--- config.mk ---
export PLATFORM = sky130hd
export DESIGN_NAME = mem_check_initiator
export DESIGN_NICKNAME = d
export VERILOG_FILES = /design/src/rtl/mem_check_pkg.sv /design/src/rtl/mem_check_initiator.sv
export SDC_FILE = /design/constraint.sdc
export NUM_CORES = 1
export LEC_CHECK = 0
export CORE_MARGIN = 2
export CORE_UTILIZATION = 40
export CTS_BUF_LIST = sky130_fd_sc_hd__clkbuf_4 sky130_fd_sc_hd__clkbuf_8 sky130_fd_sc_hd__clkbuf_16
export CTS_CLUSTER_SIZE = 40
export DETAILED_ROUTE_END_ITERATION = 8
export PLACE_DENSITY = 0.64
export SETUP_SLACK_MARGIN = 0.1
export SLEW_MARGIN = 20
export SYNTH_ARGS = -nofsm -noshare
export SYNTH_HDL_FRONTEND = slang
export SYNTH_SLANG_ARGS = --single-unit
--- constraint.sdc ---
create_clock -name clk -period 9 [get_ports clk]
set_input_delay 1.35 -clock clk [delete_from_list [all_inputs] [get_ports clk]]
set_output_delay 1.35 -clock clk [all_outputs]
set_load 0.05 [all_outputs]
--- src/rtl/mem_check_pkg.sv ---
// Shared types, constants and the data-pattern helper for the memory check initiator.
package mem_check_pkg;

  typedef enum logic [2:0] {
    S_IDLE   = 3'd0,
    S_WR_REQ = 3'd1,
    S_WR_GAP = 3'd2,
    S_RD_REQ = 3'd3,
    S_RD_GAP = 3'd4,
    S_FINISH = 3'd5
  } state_e;

  localparam logic [3:0] WSTRB_ALL  = 4'b1111;
  localparam logic [3:0] WSTRB_NONE = 4'b0000;

  function automatic logic [31:0] pattern(input logic [31:0] seed, input logic [31:0] index);
    return seed + index;
  endfunction

endpackage

--- src/rtl/mem_check_initiator.sv ---
// Write-then-read memory test engine on a valid/ready bus with per-request timeout.
// Handshake: a request is presented with mem_valid and held stable until a rising edge
// sees mem_valid && mem_ready; mem_ready with mem_valid low carries no meaning.
module mem_check_initiator
  import mem_check_pkg::*;
#(
  parameter int TIMEOUT = 64,
  parameter int CNT_W   = 16
) (
  input  logic             clk,
  input  logic             resetn,
  input  logic             start,
  input  logic [31:0]      base_addr,
  input  logic [CNT_W-1:0] word_count,
  input  logic [31:0]      seed,
  output logic             mem_valid,
  output logic             mem_instr,
  input  logic             mem_ready,
  output logic [31:0]      mem_addr,
  output logic [31:0]      mem_wdata,
  output logic [3:0]       mem_wstrb,
  input  logic [31:0]      mem_rdata,
  output logic             busy,
  output logic             done,
  output logic             timeout,
  output logic [CNT_W-1:0] error_count,
  output logic [31:0]      first_err_addr,
  output logic [2:0]       dbg_state
);

  localparam int WAIT_W = $clog2(TIMEOUT + 1);
  localparam logic [WAIT_W-1:0] WAIT_LAST = WAIT_W'(TIMEOUT - 1);

  state_e           state_q, state_d;
  logic [31:0]      base_q, base_d;
  logic [31:0]      seed_q, seed_d;
  logic [CNT_W-1:0] cnt_q, cnt_d;
  logic [CNT_W-1:0] idx_q, idx_d;
  logic [WAIT_W-1:0] wait_q, wait_d;
  logic [CNT_W-1:0] err_q, err_d;
  logic [31:0]      first_q, first_d;
  logic             timeout_q, timeout_d;
  logic             done_q, done_d;

  logic [31:0] cur_addr;
  logic [31:0] cur_pat;

  always_comb begin
    state_d   = state_q;
    base_d    = base_q;
    seed_d    = seed_q;
    cnt_d     = cnt_q;
    idx_d     = idx_q;
    wait_d    = wait_q;
    err_d     = err_q;
    first_d   = first_q;
    timeout_d = timeout_q;
    done_d    = 1'b0;
    mem_valid = 1'b0;
    mem_addr  = 32'h0;
    mem_wdata = 32'h0;
    mem_wstrb = WSTRB_NONE;
    cur_addr  = base_q + (32'(idx_q) << 2);
    cur_pat   = pattern(seed_q, 32'(idx_q));

    case (state_q)
      S_IDLE: begin
        if (start) begin
          base_d    = base_addr & ~32'h3;
          seed_d    = seed;
          cnt_d     = word_count;
          idx_d     = '0;
          wait_d    = '0;
          err_d     = '0;
          first_d   = 32'h0;
          timeout_d = 1'b0;
          state_d   = (word_count == '0) ? S_FINISH : S_WR_REQ;
        end
      end
      S_WR_REQ, S_RD_REQ: begin
        mem_valid = 1'b1;
        mem_addr  = cur_addr;
        if (state_q == S_WR_REQ) begin
          mem_wdata = cur_pat;
          mem_wstrb = WSTRB_ALL;
        end
        if (mem_ready) begin
          idx_d   = idx_q + CNT_W'(1);
          wait_d  = '0;
          state_d = (state_q == S_WR_REQ) ? S_WR_GAP : S_RD_GAP;
          if (state_q == S_RD_REQ && mem_rdata != cur_pat) begin
            // First mismatch is recognisable because the count only ever grows.
            if (err_q == '0) first_d = cur_addr;
            if (err_q != '1) err_d = err_q + CNT_W'(1);
          end
        end else if (wait_q == WAIT_LAST) begin
          timeout_d = 1'b1;
          state_d   = S_FINISH;
        end else begin
          wait_d = wait_q + WAIT_W'(1);
        end
      end
      S_WR_GAP: begin
        if (idx_q == cnt_q) begin
          idx_d   = '0;
          state_d = S_RD_REQ;
        end else begin
          state_d = S_WR_REQ;
        end
      end
      S_RD_GAP: state_d = (idx_q == cnt_q) ? S_FINISH : S_RD_REQ;
      S_FINISH: begin
        done_d  = 1'b1;
        state_d = S_IDLE;
      end
      default: state_d = S_IDLE;
    endcase
  end

  always_ff @(posedge clk) begin
    if (!resetn) begin
      state_q   <= S_IDLE;
      base_q    <= 32'h0;
      seed_q    <= 32'h0;
      cnt_q     <= '0;
      idx_q     <= '0;
      wait_q    <= '0;
      err_q     <= '0;
      first_q   <= 32'h0;
      timeout_q <= 1'b0;
      done_q    <= 1'b0;
    end else begin
      state_q   <= state_d;
      base_q    <= base_d;
      seed_q    <= seed_d;
      cnt_q     <= cnt_d;
      idx_q     <= idx_d;
      wait_q    <= wait_d;
      err_q     <= err_d;
      first_q   <= first_d;
      timeout_q <= timeout_d;
      done_q    <= done_d;
    end
  end

  assign mem_instr      = 1'b0;
  assign busy           = (state_q != S_IDLE);
  assign done           = done_q;
  assign timeout        = timeout_q;
  assign error_count    = err_q;
  assign first_err_addr = first_q;
  assign dbg_state      = state_q;

endmodule

Word-level counts from Yosys, hierarchy flattened --
Cells that the tools add are included.
Word-level totals: register bits after elaboration 154, input port bits 116, output and inout port bits 124, word-level logic and storage cells 85
Operators by class: add/sub/neg operators 5, equal/unequal tests 19, mux-type cells 36, reductions and logical operators 15
Operator list (count):
- 32-bit two-way mux | 7
- 16-bit two-way mux | 6
- 32-bit one-hot mux with 2 select lines | 1
- 16-bit one-hot mux with 3 select lines | 1
- 16-bit by 1-bit adder with 16-bit output (second input constant) | 2
- 32-bit by 16-bit adder with 32-bit output | 1
- 32-bit by 18-bit adder with 32-bit output | 1
- 16-bit zero test | 2
- 32-bit != test | 1
- 16-bit one-hot mux with 2 select lines | 1
- 7-bit two-way mux | 3
- 3-bit two-way mux | 6
- 16-bit == test | 1
- 16-bit != test (second input constant) | 1
- 2-bit != test (second input constant) | 8
- 7-bit one-hot mux with 2 select lines | 1
- 3-bit one-hot mux with 4 select lines | 1
- 5-bit AND reduction | 2
- 4-bit two-way mux | 2
- 4-bit AND reduction | 2
- 7-bit by 1-bit adder with 7-bit output (second input constant) | 1
- 7-bit by 6-bit == test with 1-bit output (second input constant) | 1
- 3-bit by 2-bit == test with 1-bit output (second input constant) | 2
- 3-bit == test (second input constant) | 2
- other kinds (12) | 19

Depth between registers and ports, before layout --
depth after elaboration 6, gate-level depth with buffers 16, gate-level depth less buffers 14

Worst setup path after synthesis --
OpenSTA, ideal clock, no wires.
path kind flip-flop to output port, from register idx_q[0], to output mem_addr[22], arrival time 3325 ps, data required time 7650 ps, path slack 4325 ps, stages on the path, launching flop included 13, cells stage by stage dfxtp_1 ha_1 inv_1 fa_1 nor2b_1 o21ai_0 a21boi_0 o2111a_1 o21ai_0 a211oi_1 o21ai_0 xor2_1 nor2_1
Between the ends: cells in the longest elaborated chain, start to end 2
Ends and longest elaborated chain:
- start: declaration | line mem_check_initiator.sv:38 | logic [CNT_W-1:0] idx_q, idx_d;
- start signal: assignment | line mem_check_initiator.sv:137 | idx_q <= idx_d;
- 32-bit by 18-bit adder with 32-bit output | line mem_check_initiator.sv:63 | cur_addr = base_q + (32'(idx_q) << 2);
- 32-bit two-way mux | line mem_check_initiator.sv:66 | case (state_q)
- end: declaration | line mem_check_initiator.sv:19 | output logic [31:0] mem_addr,
Every way passes these cells.

Worst setup path after layout --
Same ends and word-level chain as after synthesis.

==> metrics.md <==
| Metric | Value |
|---|---|
| Layout cell share with drive strength beyond 1 | 4.94% |
| Total track usage | 24.6% |
| Max-cap viol count | 0 |
| First-pass GRT wire length | 51.7 mm |
| Initial drt markers | 587 |
| Max Slew Vio Count | 0 |
| Leak Pwr | 4.69 nW |
| Clk slew on worst S/H paths | 0.06 ns |
| Vias post-DR | 10200 |
| Post-layout net count | 1679 |
| Worst-margin pin slew | 0.898 ns |
| CP max stage delay | 0.84 ns |
| Overflow after GRT | 0 |
| DRT Pass-1 Iters | 5 |
| CP Capture Type | primary output |
| I/O Buffers | 232 |
| Die span in y | 163 um |
| Post-synthesis sequential area ratio | 30.3% |
| Most frequent CP cell | o21ai_0 |
| CTS tree | built |
| Synth unique cells | 79 |
| Cells along the critical path | ha_1 -> inv_1 -> fa_1 -> nor2b_1 -> o21ai_0 -> a21boi_0 -> o2111a_1 -> o21ai_0 -> a211oi_1 -> o21ai_0 -> xor2_1 -> nor2_1 -> clkdlybuf4s50_1 |
| Cells on Worst Hold Path | 2 |
| CTS Buffer Depth | 2 |
| Largest net degree at the start of global routing | 80 |
| Ys flop type | dfxtp_1 |
| Hold_buf cts | 0 |
| Crit path time final | 6.04 ns |
| CP max FO | 7 |
| Synthesis Warnings | 0 |
| Worst vdd ir | 0.106 mV |
| Avg WL per Cell | 17.5 um |
| Run status | finished clean |
| Top cells by count, synth | 256 x nand2_1, 152 x dfxtp_1, 138 x a21oi_1 |
| Worst Setup Path Type | flip-flop to primary output |
| Clock skew | 0.0274 ns |
| R2r worst-path depth | 13 |
| Rel. slew slack | 40.1% |
| Upper clock frequency limit | 166 MHz |
| P&R area growth vs syn | 30.4% |
| Initial antenna violation count | 0 |
| CTS H-tree lvls | 4 |
| Post-cts repair resize count | 0 |
| Hold Crit Class | flip-flop to flip-flop |
| Synth Register Bits | 152 |
| Worst hold margin | 0.459 ns |
| RSZ-0062 raised after global routing | false |
| Vias in the first global route | 9529 |
| Worst path slowest cell | clkdlybuf4s50_1 |
| Core Footprint | 25000 um^2 |
| Async set-reset flop share out of synthesis | 0% |
| Remaining antenna violation count | 0 |
| Post-synth top area cell | dfxtp_1 |
| CTS Buf Count | 17 |
| Total power | 1.98 mW |
| I/O Pins | 240 |
| Setup Viol. Count Final | 0 |
| Yosys top cell area share | 30.3% |
| Full die area | 26400 um^2 |
| Post-route cell area | 13100 um^2 |
| Largest cells by area after synthesis | dfxtp_1 30%, nand2_1 9.6%, a21oi_1 6.9% |
| Clock sinks | 152 |
| Ant. Diodes | 0 |
| Final Hold Viols | 0 |
| Fin Setup TNS | 0 ns |
| GPL Wtd Cong | 0.857 |
| Mapped Cells | 1351 |
| Worst EP required | 7.65 ns |
| Post-DP HPWL | 24.1 mm |
| Power per Cell Area | 151 nW/um^2 |
| Placement Rows | 58 |
| Worst-Skew Late Latency | 0.44 ns |
| Post-synth EDFFs | 0 |
| Syn Area/Cell | 7.44 um^2 |
| Via/cell ratio | 5.48 |
| Initial Util | 40.3% |
| Post-CTS Setup Bufs | 0 |
| Crit path DAT | 4.69 ns |
| Root buf cell | clkbuf_16 |
| Period utilisation layout | 67.1% |
| Count leader, synth | nand2_1 |
| DRC | 0 |
| Post-place instance area | 12500 um^2 |
| Routed WL | 32.7 mm |
| Fillers | 2417 |
| Synth Cell Area | 10100 um^2 |
| Die Span X | 163 um |
| Crit path launch type | flip-flop |
==> layout make-up <==
| type | count | area, um^2 | share of cell area (%) |
|---|---|---|---|
| clock inverter | 13 | 195 | 1.49 |
| multi-input combinational | 1088 | 6530 | 49.8 |
| inverter | 25 | 95.1 | 0.725 |
| tap | 330 | 413 | 3.15 |
| timing repair buffer | 241 | 2380 | 18.2 |
| sequential | 152 | 3040 | 23.2 |
| clock buffer | 19 | 447 | 3.41 |
==> cells by family (layout without fill, tap and decap cells) <==
kind of cell | count (synthesis) | in the layout | share of synthesized area, %
AO/OA/AOI/OAI | 305 | 305 | 18.4
adder cells (fa/ha/maj) | 39 | 39 | 4.98
flip-flops | 152 | 152 | 30.3
other | 1 | 5 | 0.0373
AND/OR/NAND/NOR | 611 | 611 | 29.0
buffers and inverters | 115 | 298 | 5.06
multiplexers | 28 | 28 | 2.81
XOR/XNOR | 100 | 100 | 9.40
==> flip-flops by register name, indices dropped and copies added, names as in the netlist, 3 cells and up <==
signal and cells:
error_count 16, dbg_state 3, first_err_addr 30, cnt_q 16
base_q 30, idx_q 16, wait_q 7, seed_q 32
==> layout by cell type, fill, tap and decap left out, types with 5 or more instances in the layout <==
master,n
nand3b_1,8
o21a_1,6
ha_1,36
o2111ai_1,6
nand2_1,255
o21ai_1,13
dfxtp_1,152
a31oi_1,13
nor2_1,133
nor2b_1,10
a211oi_1,7
inv_1,22
conb_1,5
nand2b_1,18
or3_1,17
nand3_1,29
a21o_1,9
clkbuf_16,17
and3_1,18
nor4_1,13
o211ai_1,13
nor3_1,25
xor2_1,41
xnor3_1,5
buf_4,9
a21oi_1,138
xnor2_1,54
nand4_1,30
o21ai_0,52
clkdlybuf4s50_1,231
or4_1,8
mux2i_1,26
and2_1,14
==> critical path: cells and delay by family (launching register included) <==
| family | cells | cell delay, ns |
|---|---|---|
| AOI/OAI and AO/OA | 6 | 1.73 |
| xor gates and xnor gates | 1 | 0.18 |
| adders and majority gates | 2 | 0.61 |
| DFF | 1 | 0.51 |
| buffers and inverters | 2 | 0.90 |
| and+or+nand+nor | 2 | 0.33 |
==> path summary, 6_finish.rpt <==
check | startpoint | to | slack, ns
max | idx_q[0] | mem_addr[22] | 2.96
min reg2reg | seed_q[11] | seed_q[11] | 0.46
max reg2reg | idx_q[9] | first_err_addr[20] | 3.95
min | seed_q[11] | seed_q[11] | 0.46
==> where the power goes <==
group	leakage [nW]	internal, mW	total, mW	switching, mW
combinational	3.14	0.176	0.457	0.281
clock	0.309	0.478	0.778	0.299
sequential	1.24	0.707	0.746	0.0396
total	4.69	1.36	1.98	0.620
==> routing by layer <==
layer | vias up | part of all wire (%) | global-route usage (%)
met5 | - | 0 | 0
met3 | 32 | 6.8 | 4.69
met2 | 352 | 46 | 39.5
met4 | 0 | 1.4 | 6.68
met1 | 4790 | 46 | 33.8
li1 | 5059 | - | -
==> stage by stage <==
step	util (%)	cells	worst slack, ns
after floorplan	-	1355	4.33
after global routing	52.5	1868	2.55
after global placement	49.9	1836	3.19
final	52.5	1868	2.96
after detailed placement	49.9	1836	3.21
after CTS	52.5	1868	2.92
(Power assumes the default switching activity.)
